<file path="config.mk">
export PLATFORM = sky130hd
export DESIGN_NAME = rr_bypass_stage
export DESIGN_NICKNAME = d
export VERILOG_FILES = /design/src/rtl/cs3220_pkg.sv /design/src/rtl/rr_operand_mux.sv /design/src/rtl/rr_bypass_stage.sv
export SDC_FILE = /design/constraint.sdc
export NUM_CORES = 1
export LEC_CHECK = 0
export ABC_AREA = 1
export ABC_CLOCK_PERIOD_IN_PS = 4810
export BUFFER_PORTS_ARGS = -buffer_cell sky130_fd_sc_hd__buf_2
export CORE_AREA = 2 2 164 166
export DETAILED_ROUTE_END_ITERATION = 12
export DIE_AREA = 0 0 166 168
export GPL_TIMING_DRIVEN = 0
export HOLD_SLACK_MARGIN = 0.02
export PLACE_DENSITY = 0.71
export SYNTH_ARGS = -nofsm -noshare
export SYNTH_HDL_FRONTEND = slang
export SYNTH_SLANG_ARGS = --single-unit
</file>
<file path="constraint.sdc">
create_clock -name i_clk -period 4.81 [get_ports i_clk]
set_input_delay 0 -clock i_clk [delete_from_list [all_inputs] [get_ports i_clk]]
set_output_delay 0 -clock i_clk [all_outputs]
set_load 0.02 [all_outputs]
</file>
<file path="src/rtl/cs3220_pkg.sv">
// Shared field widths and bubble encoding for the decode/register-read/execute slots.
package cs3220_pkg;

    localparam int OP_W    = 6;
    localparam int ALTOP_W = 8;

    typedef logic [OP_W-1:0]    op_t;
    typedef logic [ALTOP_W-1:0] altop_t;

    // A bubble in any slot is encoded as opcode 0.
    localparam op_t    OP_BUBBLE    = '0;
    localparam altop_t ALTOP_BUBBLE = '0;

endpackage

</file>
<file path="src/rtl/rr_operand_mux.sv">
// Resolves one source operand: youngest matching producer wins, else regfile data.
module rr_operand_mux #(
    parameter int XLEN    = 32,
    parameter int AW      = 4,
    parameter int NBYP    = 2,
    parameter int R0_ZERO = 1
) (
    input  logic [AW-1:0]        idx,
    input  logic                 use_op,
    input  logic [XLEN-1:0]      rf_val,
    input  logic [NBYP-1:0]      byp_valid,
    input  logic [NBYP-1:0]      byp_ready,
    input  logic [NBYP*AW-1:0]   byp_rd,
    input  logic [NBYP*XLEN-1:0] byp_val,
    output logic [XLEN-1:0]      val,
    output logic                 hazard
);

    logic is_r0;
    logic found;

    assign is_r0 = (R0_ZERO != 0) && (idx == '0);

    always_comb begin
        val    = rf_val;
        hazard = 1'b0;
        found  = 1'b0;
        if (is_r0) begin
            val = '0;
        end else begin
            // Index 0 is the youngest producer, so the first hit in ascending order wins.
            for (int k = 0; k < NBYP; k++) begin
                if (!found && byp_valid[k] && (byp_rd[k*AW +: AW] == idx)) begin
                    found  = 1'b1;
                    val    = byp_val[k*XLEN +: XLEN];
                    hazard = use_op && !byp_ready[k];
                end
            end
        end
    end

endmodule

</file>
<file path="src/rtl/rr_bypass_stage.sv">
// Register-read stage: forwards from downstream producers, bubbles on not-ready
// producers, and registers resolved operands for execute.
module rr_bypass_stage
    import cs3220_pkg::*;
#(
    parameter int XLEN    = 32,
    parameter int NREGS   = 16,
    parameter int NBYP    = 2,
    parameter int R0_ZERO = 1,
    localparam int AW     = $clog2(NREGS)
) (
    input  logic                 i_clk,
    input  logic                 i_reset,
    input  logic                 decode_valid,
    input  logic [XLEN-1:0]      decode_pc,
    input  op_t                  decode_op,
    input  altop_t               decode_altop,
    input  logic [AW-1:0]        decode_rd,
    input  logic [AW-1:0]        decode_rs,
    input  logic [AW-1:0]        decode_rt,
    input  logic                 decode_use_rs,
    input  logic                 decode_use_rt,
    input  logic [XLEN-1:0]      decode_imm32,
    output logic [AW-1:0]        dprf_ra,
    output logic [AW-1:0]        dprf_rb,
    input  logic [XLEN-1:0]      dprf_ra_val,
    input  logic [XLEN-1:0]      dprf_rb_val,
    input  logic [NBYP-1:0]      byp_valid,
    input  logic [NBYP-1:0]      byp_ready,
    input  logic [NBYP*AW-1:0]   byp_rd,
    input  logic [NBYP*XLEN-1:0] byp_val,
    output logic                 rr_valid,
    output logic [XLEN-1:0]      rr_pc,
    output op_t                  rr_op,
    output altop_t               rr_altop,
    output logic [AW-1:0]        rr_rd,
    output logic [XLEN-1:0]      rr_imm32,
    output logic [XLEN-1:0]      rr_rs_val,
    output logic [XLEN-1:0]      rr_rt_val,
    input  logic                 exec_stall,
    input  logic                 exec_flush,
    output logic                 rr_stall,
    output logic                 rr_flush,
    output logic [31:0]          hz_count
);

    function automatic logic [31:0] sat_inc32(input logic [31:0] v);
        return (v == 32'hFFFF_FFFF) ? v : v + 32'd1;
    endfunction

    logic [XLEN-1:0] rs_val_p0;
    logic [XLEN-1:0] rt_val_p0;
    logic            rs_hz_p0;
    logic            rt_hz_p0;
    logic            hz_p0;

    assign dprf_ra = decode_rs;
    assign dprf_rb = decode_rt;

    rr_operand_mux #(.XLEN(XLEN), .AW(AW), .NBYP(NBYP), .R0_ZERO(R0_ZERO)) u_rs_mux (
        .idx       (decode_rs),
        .use_op    (decode_use_rs),
        .rf_val    (dprf_ra_val),
        .byp_valid (byp_valid),
        .byp_ready (byp_ready),
        .byp_rd    (byp_rd),
        .byp_val   (byp_val),
        .val       (rs_val_p0),
        .hazard    (rs_hz_p0)
    );

    rr_operand_mux #(.XLEN(XLEN), .AW(AW), .NBYP(NBYP), .R0_ZERO(R0_ZERO)) u_rt_mux (
        .idx       (decode_rt),
        .use_op    (decode_use_rt),
        .rf_val    (dprf_rb_val),
        .byp_valid (byp_valid),
        .byp_ready (byp_ready),
        .byp_rd    (byp_rd),
        .byp_val   (byp_val),
        .val       (rt_val_p0),
        .hazard    (rt_hz_p0)
    );

    assign hz_p0    = decode_valid && (rs_hz_p0 || rt_hz_p0) && !exec_flush;
    assign rr_stall = exec_stall || hz_p0;
    assign rr_flush = exec_flush;

    // p0 -> p1: decode slot captured into the execute slot
    always_ff @(posedge i_clk) begin
        if (i_reset || exec_flush) begin
            rr_valid  <= 1'b0;
            rr_pc     <= '0;
            rr_op     <= OP_BUBBLE;
            rr_altop  <= ALTOP_BUBBLE;
            rr_rd     <= '0;
            rr_imm32  <= '0;
            rr_rs_val <= '0;
            rr_rt_val <= '0;
        end else if (exec_stall) begin
            rr_valid <= rr_valid;
        end else if (hz_p0) begin
            rr_valid <= 1'b0;
        end else begin
            rr_valid  <= decode_valid;
            rr_pc     <= decode_pc;
            rr_op     <= decode_op;
            rr_altop  <= decode_altop;
            rr_rd     <= decode_rd;
            rr_imm32  <= decode_imm32;
            rr_rs_val <= rs_val_p0;
            rr_rt_val <= rt_val_p0;
        end
    end

    // Bubble counter survives flushes; only reset clears it.
    always_ff @(posedge i_clk) begin
        if (i_reset) begin
            hz_count <= '0;
        end else if (hz_p0 && !exec_stall) begin
            hz_count <= sat_inc32(hz_count);
        end
    end

endmodule

</file>
Word-level counts from Yosys, hierarchy flattened --
Index checks and enable logic that the tools add are counted.
Storage, ports and cells: register bits 179, input bits 237, word-level logic and storage cells 61
Cells by class: add/subtract/negate cells 1, eq/ne operators 5, muxes and demuxes 17, bitwise operators 3, reduce and logical (&&, ||, !) cells 26
Operator list (count):
- 32-bit 2-to-1 mux | 6
- 32-bit by 1-bit adder with 32-bit output (second input constant) | 1
- 32-bit equality test (second input constant) | 1
- 4-bit equality test | 4
- 1-bit logical AND | 13
- 1-bit 2-to-1 mux | 11
- 4-bit zero test | 2
- 1-bit zero test | 6
- 2-bit AND reduction | 2
- 1-bit logical OR | 3
- 1-bit NOT | 3

Longest topological paths before layout --
word-level depth 14, depth in mapped cells 18, mapped depth without buffers 16

Modules after synthesis --
Synthesis repeated with hierarchy kept, for this count alone.
Unflattened totals: cells, all modules 1550, area, all modules 9765.6 sq um
Modules (own cells, without submodules):
- rr_bypass_stage | times used 1, cells an instance 974, area each 7078.0 sq um, seq. area each 3583.4 sq um
- rr_operand_mux | times used 2, cells an instance 288, area each 1343.8 sq um, seq. area each 0.0 sq um

Worst setup path before layout --
No wires, ideal clock.
path type reg-to-reg, start reg hz_count[1], end reg hz_count[31], setup time 0.113 ns, arrival time 1.836 ns, setup slack 2.861 ns, stages on the path, launching flop included 13, path buffers 0, period minus slack after synthesis 1.949 ns, cell sequence dfxtp_1 ha_1 nand2_1 nor2_1 nand4_1 nor2_1 nand3_1 nand2_1 inv_1 nand3_1 nor2_1 nor2_1 nor2_1
Between the ends: cells in the longest elaborated chain, start to end 3, elaborated cells between the ends (all ways) 4, those cells by class add/sub (1); eq/ne (1); bitwise (1); reduce/logical (1)
RTL lines:
- start: declaration | line rr_bypass_stage.sv:44 | output logic [31:0] hz_count
- start signal: assignment | line rr_bypass_stage.sv:120 | hz_count <= sat_inc32(hz_count);
- parallel branches: the longest is 3 deep, another holds 32-bit by 1-bit adder with 32-bit output
Parallel ways; which one is timed is not known. A chain may end at the register's enable or synchronous reset.

Worst setup path in the final report --
Same ends and word-level chain as after synthesis.

==> qor.txt <==
Congestion Overflow GR: 0
status: finished clean
worst hold path type: input pin to register
Global Route Usage Sum: 27.9%
Yosys cell types: 31
pin count of the biggest net entering global routing: 20
Sw Share: 31.7%
Internal: 0.00258 W
top routing layer in use: met5
first-pass GRT wire length: 61000 um
Synth Area per Inst: 6.20 sq um
Metal-1 WL: 16900 um
Die ar.: 0.0279 sq mm
slowest CP cell: dfxtp_1
CP startpoint kind: register
share of the synthesized area in the top cell type: 38.4%
Peak supply drop: 0.245 mV
Remaining DRCs: 0
drt via density: 4.90
number of routed nets with antenna violations: 0
Rel. slew slack: 40.5%
Fin. Hold Viols: 0
Fmax: 0.445 GHz
clock-pin slew on the worst setup and hold paths: 0.08 ns
routed wl met2: 19100 um
crit-path cells: ha_1, nand2_1, nor2_1, nand4_1, nor2_1, nand3_1, nand2_1, inv_1, nand3_1, nor2_1, nand2_1, nand2_1, nor2_1
final setup fails: 0
CP max stage delay: 0.37 ns
H-tree depth: 4
Yosys warnings: 0
Die Wd: 166 um
Tcrit/Tclk final: 46.7%
Final Hold Slack: 0.0366 ns
Final Non-Filler Cells: 2397
Max Cap Viol: 0
Setup Skew: 0.0104 ns
Max clock buf depth: 2
fin util: 50.7%
Post-DP Area: 0.0119 sq mm
GP Congestion: 0.934
routed wl met3: 2880 um
share of layout cells above drive strength 1: 25.7%
Min Clock Period, post-route: 2.25 ns
core area: 0.0264 sq mm
most frequent cells in the layout: 450 x nor2_1, 439 x buf_2, 258 x nand2_1
Clock power frac: 39.5%
cell area after layout: 0.0134 sq mm
Final Slew Violations: 0
total wire length: 40300 um
Placement Rows: 60
RSZ-0062 raised after global routing: false
Placed Cells: 2269
crit path max fanout: 5
static leakage: 6.90 nW
DR vias: 11739
WP data required: 5.19 ns
most common cell after layout, fill and taps aside: nor2_1
Sequential Area: 0.00358 sq mm
Pre-Repair DR Iteration Count: 6
CP endpoint kind: register
initial antenna violation count: 13
Pwr Density: 282 mW/mm^2
dpl hpwl: 30300 um
syn_nets: 1741
Port-buffer cells: 425
via count of the first global-routing pass: 11096
number of gates resized after CTS: 0
CTS root buffer: clkbuf_16
P_sw: 0.00120 W
Detailed Route Iter0 Violations: 822
postcts setup bufs: 0
IO Count: 426
crit path kind: register to register
post-synth top area cell: dfxtp_1
CTS tree: done
Synth-to-Final Area Change: 43.4%
Clock Sinks: 179
# nets final: 2270
fill cell count: 2693
area of the mapped netlist: 0.00933 sq mm
post-synthesis sequential area ratio: 38.4%
actual slew at the worst max-slew pin: 0.892 ns
Synth area leaders: dfxtp_1 38%, nor2_1 18%, o21ai_0 11%, nand2_1 10%, inv_1 5.6%
Starting Density: 35.4%
setup tns final: 0 ns
Syn Inst Count: 1503
Die Y: 168 um
Seq pwr share: 41.6%
cts bufs inserted: 17
Logic pwr share: 18.9%
number of synthesized register bits: 179
routed len/inst: 16.8 um
clk_lat worst skew: 0.44 ns
area occupied by multi-input gates: 0.00461 sq mm
data arrival time of the critical path: 2.63 ns
## routing by layer
layer,GRT usage (%),up-vias
li1,-,5776
met1,34.2,5291
met2,47.9,566
met3,5.88,100
met4,11.0,6
met5,0,-
## synth_stat cells
library cell,count
o21bai_1,8
o21ai_1,25
xnor2_1,1
nor2_1,450
or2_0,1
buf_4,20
nand2_2,3
clkbuf_2,6
a21oi_1,70
nand3_4,1
nand4_1,21
o21ai_0,197
buf_1,7
or2_2,2
o211ai_1,1
nor3_1,7
and3_1,1
nor4_1,2
nand2_1,258
inv_2,6
inv_1,138
dfxtp_1,179
nand3_2,1
clkinv_1,2
a21boi_0,1
ha_1,1
buf_2,14
buf_6,15
nand3_1,27
nor2_2,2
clkbuf_1,36
## logic make-up after synthesis
| kind of cell | synth area share (%) |
|---|---|
| AO/OA/AOI/OAI | 16.5 |
| XOR/XNOR | 0.0939 |
| adder cells (fa/ha/maj) | 0.134 |
| buffers and inverters | 12.1 |
| flip-flops | 38.4 |
| AND/OR/NAND/NOR | 32.8 |
## cell type report
cell class	count	area share, %
Multi-Input combinational cell	1080	34.5
Tap cell	341	3.19
Sequential cell	179	26.8
Antenna cell	11	0.206
Clock buffer	18	3.21
Timing Repair Buffer	510	22.3
Clock inverter	14	1.38
Buffer	98	4.34
Inverter	146	4.10
## metrics by stage
stage / worst slack (ns) / power [W]
floorplan: 2.86 / 0.00197
detailed placement: 2.53 / 0.00225
global placement: 2.55 / 0.00224
global route: 2.26 / 0.00393
finish: 2.56 / 0.00378
CTS: 2.55 / 0.00379
## final timing paths
| check | from | to | slack (ns) | cells past startpoint |
|---|---|---|---|---|
| max reg2reg | hz_count[1]$_SDFFE_PP0P_ | hz_count[31]$_SDFFE_PP0P_ | 2.56 | 13 |
| max | hz_count[1]$_SDFFE_PP0P_ | hz_count[31]$_SDFFE_PP0P_ | 2.56 | 13 |
| min | byp_val[62] | rr_rt_val[30]$_SDFFE_PP0P_ | 0.04 | 7 |
| min reg2reg | rr_valid$_SDFFE_PP0N_ | rr_valid$_SDFFE_PP0N_ | 0.47 | 2 |
## critical path: cells and delay by family (launching register included)
kind,cells,cell delay (ns)
flops,1,0.37
simple gates,11,1.54
buf+inv,1,0.10
fa+ha+maj,1,0.18
## flip-flops by register name (all words and copies together) (netlist names)
name,cells
rr_rs_val,32
rr_rt_val,32
rr_imm32,32
rr_pc,32
rr_op,6
rr_altop,8
hz_count,32
rr_rd,4
rr_valid,1
## power groups by stage
stage / combinational (W) / clock, W / sequential (W)
finish: 0.000715 / 0.00149 / 0.00157
global route: 0.000785 / 0.00157 / 0.00158
CTS: 0.000706 / 0.00151 / 0.00157
detailed placement: 0.000649 / 0 / 0.00160
global placement: 0.000645 / 0 / 0.00160
floorplan: 0.000303 / 0 / 0.00167
## timing repair
item | 4_1_cts | 5_1_grt
hold endpoints to repair | 85 | 0
setup endpoints to repair | 0 | 0
hold buffers | 85 | 0
Note: power is estimated with default switching activity, not from simulation.
